$ cat src/rtl/blink_rate_select_if.sv
// Button/rate bundle between the pushbutton source and blink_rate_select.
// The slave side is the rate selector; the master side drives btn and observes the rate outputs.
interface blink_rate_select_if #(
   parameter int WIDTH     = 26,
   parameter int NUM_RATES = 4
);
   localparam int IDX_W = (NUM_RATES > 1) ? $clog2(NUM_RATES) : 1;

   logic             btn;
   logic [WIDTH-1:0] threshold;
   logic [IDX_W-1:0] rate_idx;
   logic             press_pulse;

   modport master (output btn, input threshold, input rate_idx, input press_pulse);
   modport slave  (input btn, output threshold, output rate_idx, output press_pulse);
endinterface

$ cat src/rtl/blink_rate_select.sv
// Debounced pushbutton rate selector: each clean press steps rate_idx and reloads threshold = CLOCK_FREQ >> rate_idx.
// Optional macro BLINK_RATE_LONG_PRESS_EN: holding the button 32 debounce periods resets the rate to index 0.
module blink_rate_select #(
   parameter int WIDTH       = 26,
   parameter int CLOCK_FREQ  = 50_000_000,
   parameter int DEBOUNCE_MS = 20,
   parameter int NUM_RATES   = 4
) (
   input logic                clk,
   input logic                rst,
   blink_rate_select_if.slave bus
);
   localparam int IDX_W     = (NUM_RATES > 1) ? $clog2(NUM_RATES) : 1;
   localparam int DB_RAW    = (CLOCK_FREQ / 1000) * DEBOUNCE_MS;
   localparam int DB_CYCLES = (DB_RAW < 1) ? 1 : DB_RAW;
   localparam int CNT_W     = ($clog2(DB_CYCLES) < 1) ? 1 : $clog2(DB_CYCLES);

   localparam logic [CNT_W-1:0] CNT_LAST = CNT_W'(DB_CYCLES - 1);
   localparam logic [IDX_W-1:0] IDX_LAST = IDX_W'(NUM_RATES - 1);
   localparam logic [WIDTH-1:0] FREQ     = WIDTH'(CLOCK_FREQ);

   localparam logic [1:0] S_IDLE         = 2'd0;
   localparam logic [1:0] S_PRESS_WAIT   = 2'd1;
   localparam logic [1:0] S_HELD         = 2'd2;
   localparam logic [1:0] S_RELEASE_WAIT = 2'd3;

   logic             r_sync1;
   logic             r_sync2;
   logic [1:0]       r_state;
   logic [CNT_W-1:0] r_cnt;
   logic [IDX_W-1:0] r_idx;
   logic [WIDTH-1:0] r_thr;
   logic             r_pulse;

   logic             w_btn_s;
   logic [1:0]       w_state_nx;
   logic [CNT_W-1:0] w_cnt_nx;
   logic             w_accept;
   logic             w_long;
   logic [IDX_W-1:0] w_next_idx;

   assign w_btn_s    = r_sync2;
   assign w_next_idx = (r_idx == IDX_LAST) ? '0 : r_idx + IDX_W'(1);

   always_ff @(posedge clk or posedge rst) begin
      if (rst) begin
         r_sync1 <= 1'b0;
         r_sync2 <= 1'b0;
      end else begin
         r_sync1 <= bus.btn;
         r_sync2 <= r_sync1;
      end
   end

   always_comb begin
      w_state_nx = r_state;
      w_cnt_nx   = r_cnt;
      w_accept   = 1'b0;
      case (r_state)
         S_IDLE: begin
            if (w_btn_s) begin
               w_state_nx = S_PRESS_WAIT;
               w_cnt_nx   = '0;
            end
         end
         S_PRESS_WAIT: begin
            if (!w_btn_s) begin
               w_state_nx = S_IDLE;
               w_cnt_nx   = '0;
            end else if (r_cnt == CNT_LAST) begin
               w_state_nx = S_HELD;
               w_cnt_nx   = '0;
               w_accept   = 1'b1;
            end else begin
               w_cnt_nx = r_cnt + CNT_W'(1);
            end
         end
         S_HELD: begin
            if (!w_btn_s) begin
               w_state_nx = S_RELEASE_WAIT;
               w_cnt_nx   = '0;
            end
         end
         S_RELEASE_WAIT: begin
            // A high sample here is release bounce: return to HELD without a new press.
            if (w_btn_s) begin
               w_state_nx = S_HELD;
               w_cnt_nx   = '0;
            end else if (r_cnt == CNT_LAST) begin
               w_state_nx = S_IDLE;
               w_cnt_nx   = '0;
            end else begin
               w_cnt_nx = r_cnt + CNT_W'(1);
            end
         end
         default: begin
            w_state_nx = S_IDLE;
            w_cnt_nx   = '0;
         end
      endcase
   end

   always_ff @(posedge clk or posedge rst) begin
      if (rst) begin
         r_state <= S_IDLE;
         r_cnt   <= '0;
      end else begin
         r_state <= w_state_nx;
         r_cnt   <= w_cnt_nx;
      end
   end

`ifdef BLINK_RATE_LONG_PRESS_EN
   localparam int HOLD_CYCLES = 32 * DB_CYCLES;
   localparam int HOLD_W      = $clog2(HOLD_CYCLES);
   localparam logic [HOLD_W-1:0] HOLD_LAST = HOLD_W'(HOLD_CYCLES - 1);

   logic [HOLD_W-1:0] r_hold_cnt;
   logic              r_fired;

   assign w_long = (r_state == S_HELD) && w_btn_s && !r_fired && (r_hold_cnt == HOLD_LAST);

   // r_fired survives release bounce so one physical press can trigger the long-press reset only once.
   always_ff @(posedge clk or posedge rst) begin
      if (rst) begin
         r_hold_cnt <= '0;
         r_fired    <= 1'b0;
      end else begin
         if (r_state != S_HELD)
            r_hold_cnt <= '0;
         else if (w_btn_s && !r_fired)
            r_hold_cnt <= r_hold_cnt + HOLD_W'(1);
         if (w_long)
            r_fired <= 1'b1;
         else if (r_state == S_IDLE)
            r_fired <= 1'b0;
      end
   end
`else
   assign w_long = 1'b0;
`endif

   always_ff @(posedge clk or posedge rst) begin
      if (rst) begin
         r_idx   <= '0;
         r_thr   <= FREQ;
         r_pulse <= 1'b0;
      end else begin
         r_pulse <= w_accept | w_long;
         if (w_accept) begin
            r_idx <= w_next_idx;
            r_thr <= FREQ >> w_next_idx;
         end else if (w_long) begin
            r_idx <= '0;
            r_thr <= FREQ;
         end
      end
   end

   assign bus.threshold   = r_thr;
   assign bus.rate_idx    = r_idx;
   assign bus.press_pulse = r_pulse;
endmodule

$ cat src/flat_wrapper.sv
// flat-port wrapper written by rule: the top's interface ports become plain ports
module blink_rate_select_flat 
#(
   parameter int WIDTH       = 26,
   parameter int CLOCK_FREQ  = 50_000_000,
   parameter int DEBOUNCE_MS = 20,
   parameter int NUM_RATES   = 4
)
  (clk, rst, bus_btn, bus_threshold, bus_rate_idx, bus_press_pulse);
  blink_rate_select_if #(.WIDTH(WIDTH), .NUM_RATES(NUM_RATES)) bus_i ();
  input logic clk;
  input logic rst;
  input wire logic [$bits(bus_i.btn)-1:0] bus_btn;
  output wire logic [$bits(bus_i.threshold)-1:0] bus_threshold;
  output wire logic [$bits(bus_i.rate_idx)-1:0] bus_rate_idx;
  output wire logic [$bits(bus_i.press_pulse)-1:0] bus_press_pulse;
  assign bus_i.btn = bus_btn;
  assign bus_threshold = bus_i.threshold;
  assign bus_rate_idx = bus_i.rate_idx;
  assign bus_press_pulse = bus_i.press_pulse;
  blink_rate_select #(.WIDTH(WIDTH), .CLOCK_FREQ(CLOCK_FREQ), .DEBOUNCE_MS(DEBOUNCE_MS), .NUM_RATES(NUM_RATES)) u_core (.clk(clk), .rst(rst), .bus(bus_i));
endmodule
$ cat config.mk
export PLATFORM = sky130hd
export DESIGN_NAME = blink_rate_select_flat
export DESIGN_NICKNAME = d
export VERILOG_FILES = /design/src/rtl/blink_rate_select_if.sv /design/src/rtl/blink_rate_select.sv /design/src/flat_wrapper.sv
export SDC_FILE = /design/constraint.sdc
export NUM_CORES = 1
export LEC_CHECK = 0
export ABC_AREA = 0
export BUFFER_PORTS_ARGS = -buffer_cell sky130_fd_sc_hd__buf_2
export CAP_MARGIN = 20
export CORE_ASPECT_RATIO = 0.9
export CORE_MARGIN = 5
export CORE_UTILIZATION = 50
export CTS_BUF_LIST = sky130_fd_sc_hd__clkbuf_4 sky130_fd_sc_hd__clkbuf_8
export DETAILED_ROUTE_END_ITERATION = 10
export HOLD_SLACK_MARGIN = 0.1
export PLACE_DENSITY = 0.72
export SLEW_MARGIN = 20
export SYNTH_ARGS = -nofsm -noshare
export SYNTH_HDL_FRONTEND = slang
export SYNTH_SLANG_ARGS = --single-unit
$ cat constraint.sdc
create_clock -name clk -period 3.8 [get_ports clk]
set_input_delay 0.57 -clock clk [delete_from_list [all_inputs] [get_ports clk]]
set_output_delay 0.57 -clock clk [all_outputs]
set_load 0.01 [all_outputs]
# Word-level counts from Yosys, hierarchy flattened
# Index checks and enable logic that the tools add are counted.
[totals]
elab_cells = 39
reg_bits = 53
[classes]
n_mux = 17
eq_ne = 9
shift = 1
addsub = 2
n_reduce_logical = 3
[ops]
columns = ["cell", "count"]
rows = [
  ["$mux 20", 5],
  ["$pmux 20 s4", 1],
  ["$shr 26x2->26 const A", 1],
  ["$add 20x1->20 const B", 1],
  ["$eq 20x20->1 const B", 1],
  ["$mux 2", 7],
  ["$pmux 2 s4", 1],
  ["$eq 2x2->1 const B", 3],
  ["$reduce_and 4->1", 1],
  ["$mux 1", 3],
  ["$ne 3x1->1 const B", 1],
  ["$ne 3x3->1 const B", 1],
  ["$add 2x1->2 const B", 1],
  ["$eq 2x1->1 const B", 1],
  ["$logic_not 2->1", 1],
  ["$ne 2x1->1 const B", 1],
  ["$ne 2x2->1 const B", 1],
  ["$reduce_and 2->1", 1],
]

# Longest topological paths before layout
[logic_depth]
ltp_word = 4
mapped_depth = 7

# Worst setup path after synthesis
# No wires, ideal clock.
[synth_path]
path_type = "register to register"
startpoint = "register u_core.r_cnt[7]"
endpoint = "register u_core.r_cnt[0]"
path_buffers = 1
slack_ps = 1911
synth_period_minus_slack_ps = 1889
arrival_time_ps = 1764
path_stages_with_launch = 6
required_ps = 3675
cell_sequence = "dfrtp_1 -> or4_4 -> nor3_4 -> a21oi_2 -> buf_2 -> mux2_2"
[synth_between]
elab_chain_len = 4
elab_cells_between_ends = 5
[synth_lines]
columns = ["element", "line", "rtl"]
rows = [
  ["start, declared", "blink_rate_select.sv:30", "logic [CNT_W-1:0] r_cnt;"],
  ["start signal, assigned", "blink_rate_select.sv:109", "r_cnt <= w_cnt_nx;"],
  ["$eq 20x20->1 (*)", "blink_rate_select.sv:70, blink_rate_select.sv:89", ""],
  ["$mux 20 (*)", "blink_rate_select.sv:70, blink_rate_select.sv:89", ""],
  ["$mux 20, on equally long branches", "blink_rate_select.sv:86, blink_rate_select.sv:67", ""],
  ["$pmux 20 s4 (*)", "blink_rate_select.sv:59", "case (r_state)"],
]
# Every way passes the cells marked *; elsewhere a longest branch is shown, timed or not.
# A chain may end at the register's enable or synchronous reset.

# Worst setup path in the final report
[layout_path]
startpoint = "register u_core.r_cnt[7]"
endpoint = "register u_core.r_cnt[12]"
[layout_between]
elab_chain_len = 4
elab_cells_between_ends = 6
[layout_lines]
columns = ["element", "line"]
rows = [
  ["$add 20x1->20 / $eq 20x20->1 (equally long branches)", "-"],
  ["$mux 20 (*)", "blink_rate_select.sv:70, blink_rate_select.sv:89"],
  ["$mux 20, on equally long branches", "blink_rate_select.sv:86, blink_rate_select.sv:67"],
  ["$pmux 20 s4 (*)", "blink_rate_select.sv:59"],
]
# Marks and branches as above.

==> impl_results.md <==
* Dominant cell by count in the synthesized netlist: dfrtp_1
* Average vias per placed instance at 5.44
* Max-capacitance violation count at 0
* CP required at 3.95 ns
* Std-Cell Core Area at 3990 um2
* Power consumption at 692 uW
* Synthesized instance count at 201
* Clk pin slew, worst setup/hold paths at 0.07 ns
* Synth async-reset ratio at 1.00
* HP Class: register to register
* F_max at 461 MHz
* DR DRC count at 0
* Number of nets with antenna violations after routing at 0
* Clock sink count at 36
* Dominant synthesized flop cell: dfrtp_1
* Cell Count, Final, Fillers Out at 263
* Quantity of I/O buffers inserted on ports at 23
* Maximum number of pins on one net before global-route repair at 37
* Cell accounting for the most synthesized area: dfrtp_1
* Sequential cell area fraction in the yosys report at 0.448
* TritonCTS clock tree: built
* Antenna violations before repair at 0
* Critical Path Slowest Stage Cell: or4_4
* Total number of placement rows at 22
* Transition time of the tightest slew-check pin at 0.627 ns
* Status: complete, no violations
* Worst path most repeated cell: a31oi_1
* Leakage at 0.00102 uW
* Min Tclk post-route at 2.17 ns
* H-tree levels at 2
* Ys Warns at 0
* Total grt overflow at 0
* Final #Nets at 227
* Drt first-iter violations at 66
* Slew margin rel. at 0.581
* Syn-to-layout area delta at 6.86%
* Final setup viols at 0
* Highest ir drop seen on vdd at 0.000300 V
* Setup Fix Bufs, Post-CTS at 0
* Startpoint types: register
* Routability-driven placement congestion ratio at 0.827
* Start of the worst register-to-register path: u_core.r_cnt[7]
* Total GRT Usage at 0.146
* Clock Skews at 0.00267 ns
* Final number of max-transition violations at 0
* Maximum buffer depth of the clock tree at 2
* Top post-synthesis cells by count: 31 x dfrtp_1, 25 x nand2_1, 17 x buf_4
* Fraction of post-synthesis cell area in the top cell type by area at 0.383
* Crit path arrival time at 2.31 ns
* Power density relative to cell area at 320 nW/um2
* DIE HEIGHT at 70.4 um
* First-pass GRT wire length at 6.49 mm
* Total number of vias at 1431
* Cell Chain, Critical Path: or4_4, nor3_4, a21oi_4, buf_4, a31oi_1, a31oi_1
* Top cells by area, synth: dfrtp_1 38%, dfstp_2 6.5%, buf_4 6.3%, ha_1 6.2%, a31oi_1 4.9%
* Terminus of the critical flop-to-flop path: u_core.r_cnt[12]
* Number of distinct standard cells referenced by the synthesized netlist at 44
* Number of top-level pins at 32
* Die outline area at 5430 um2
* Endpoint of the most critical setup path: u_core.r_cnt[12]
* Critical path type: register to register
* Post-Route Hold Slack at 0.354 ns
* Number of gates given a new drive strength after cts at 0
* Number of diodes at 0
* Ratio of cells with drive above 1 in the final layout at 0.242
* Syn avg cell area at 10.1 um2
* Number of flip-flops and latches in the synthesized netlist at 36
* Starting Density at 0.508
* Die X-Extent at 77.1 um
* Peak per-stage delay on the critical path at 0.58 ns
* Endpoint type of the worst setup path: register
* Largest driver fanout on the critical path at 26
* Final routed wirelength across all metal layers at 3.78 mm
* Netlist area before placement at 2030 um2
* Number of filler cells placed in the layout at 360
* Hold-critical path depth at 0
* Final period utilization at 0.571
* Reg-to-reg setup timing slack at 1.63 ns
* Final-report hold violation count at 0
* Skew-Pair Late Insertion Delay at 0.28 ns
* Via count of the first global-routing pass at 1343
* Cell count after placement at 255
* Source of the critical timing path: u_core.r_cnt[7]
* Post-synth EDFFs at 0
* Setup repair after global routing missed its margin: no
* First-pass DRT Iterations at 4
* # hold bufs at CTS at 0
* Detailed Place HPWL at 2.72 mm
* Per-cell routed wire length at 14.4 um
* Sum of negative setup slack at 0 ns
* Worst reg-to-reg path cell count at 6
* Root buffer selected by CTS: clkbuf_8
* Number of CTS-inserted buffers at 5
-- cell usage in the layout (no fill, tap or decap), drive strengths merged, types with 2 or more instances in the layout --
master  instances
nor3            2
conb            8
o211ai          2
buf            25
a21oi           8
mux2            7
nor2b           2
a41oi           3
and2            2
xnor2           2
inv             7
dfstp           5
ha             10
clkbuf          5
dfrtp          31
a31oi          16
nand3           8
xor2            2
nand2          25
o21ai           9
nand2b          2
clkinv          3
a22o            2
nor2            8
nand4           5
nor4            3
and3            2
-- metrics by stage --
step	utilization	setup slack, ns	instance area (um2)
2_1_floorplan	-	1.91	2050
3_3_place_gp	0.518	1.56	2070
3_5_place_dp	0.518	1.43	2070
4_1_cts	0.540	1.41	2160
5_1_grt	0.542	1.52	2160
6_report	0.542	1.63	2160
-- registers in the layout, summed over array words and instances (netlist names), named ones only --
name	cells
u_core.r_cnt	20
u_core.r_sync1	1
u_core.bus.threshold	11
u_core.bus.press_pulse	1
u_core.r_state	1
u_core.r_sync2	1
-- final cells by class --
cell class	instances	area [um2]	share of cell area
multi-input combinational	139	953	0.440
sequential	36	907	0.419
timing repair buffer	25	130	0.0601
clock buffer	5	68.8	0.0318
tap	48	60.1	0.0277
inverter	7	26.3	0.0121
clock inverter	3	18.8	0.00867
-- worst max-delay path, delay by kind of cell, from the launching register on --
| kind | cells | cell delay, ns |
|---|---|---|
| flip-flops | 1 | 0.45 |
| AND/OR/NAND/NOR | 2 | 0.90 |
| buffers and inverters | 1 | 0.23 |
| AO/OA/AOI/OAI | 3 | 0.44 |
-- metal layers --
metal | vias up | wire (um) | track usage
li1 | 713 | - | -
met1 | 676 | 1790 | 0.199
met2 | 36 | 1760 | 0.226
met3 | 6 | 204 | 0.0412
met4 | 0 | 29 | 0.0420
met5 | - | 0 | 0
-- cells by family (layout without fill, tap and decap cells) --
group / after synthesis / in the layout / synth area share
compound gates: 45 / 45 / 0.142
simple gates: 64 / 64 / 0.187
flops: 36 / 36 / 0.448
fa+ha+maj: 10 / 10 / 0.0618
buf+inv: 32 / 40 / 0.0964
other cells: 2 / 8 / 0.00371
mux: 8 / 8 / 0.0439
xor+xnor: 4 / 4 / 0.0173
-- worst min path at each step --
stage	endpoint	start	slack (ns)
finish	u_core.r_sync2	u_core.r_sync1	0.35
global route	u_core.r_sync1	bus_btn	0.38
CTS	u_core.r_sync2	u_core.r_sync1	0.36
detailed placement	u_core.r_sync2	u_core.r_sync1	0.34
global placement	u_core.r_sync2	u_core.r_sync1	0.33
floorplan	u_core.r_sync2	u_core.r_sync1	0.33
-- where the power goes --
group | leakage [uW] | total (uW) | switching, uW | internal, uW
logic | 0.000495 | 35.2 | 26.2 | 8.97
clock network | 0.0000479 | 265 | 138 | 128
registers | 0.000476 | 391 | 4.84 | 387
Power figures use the tool's default switching activity.
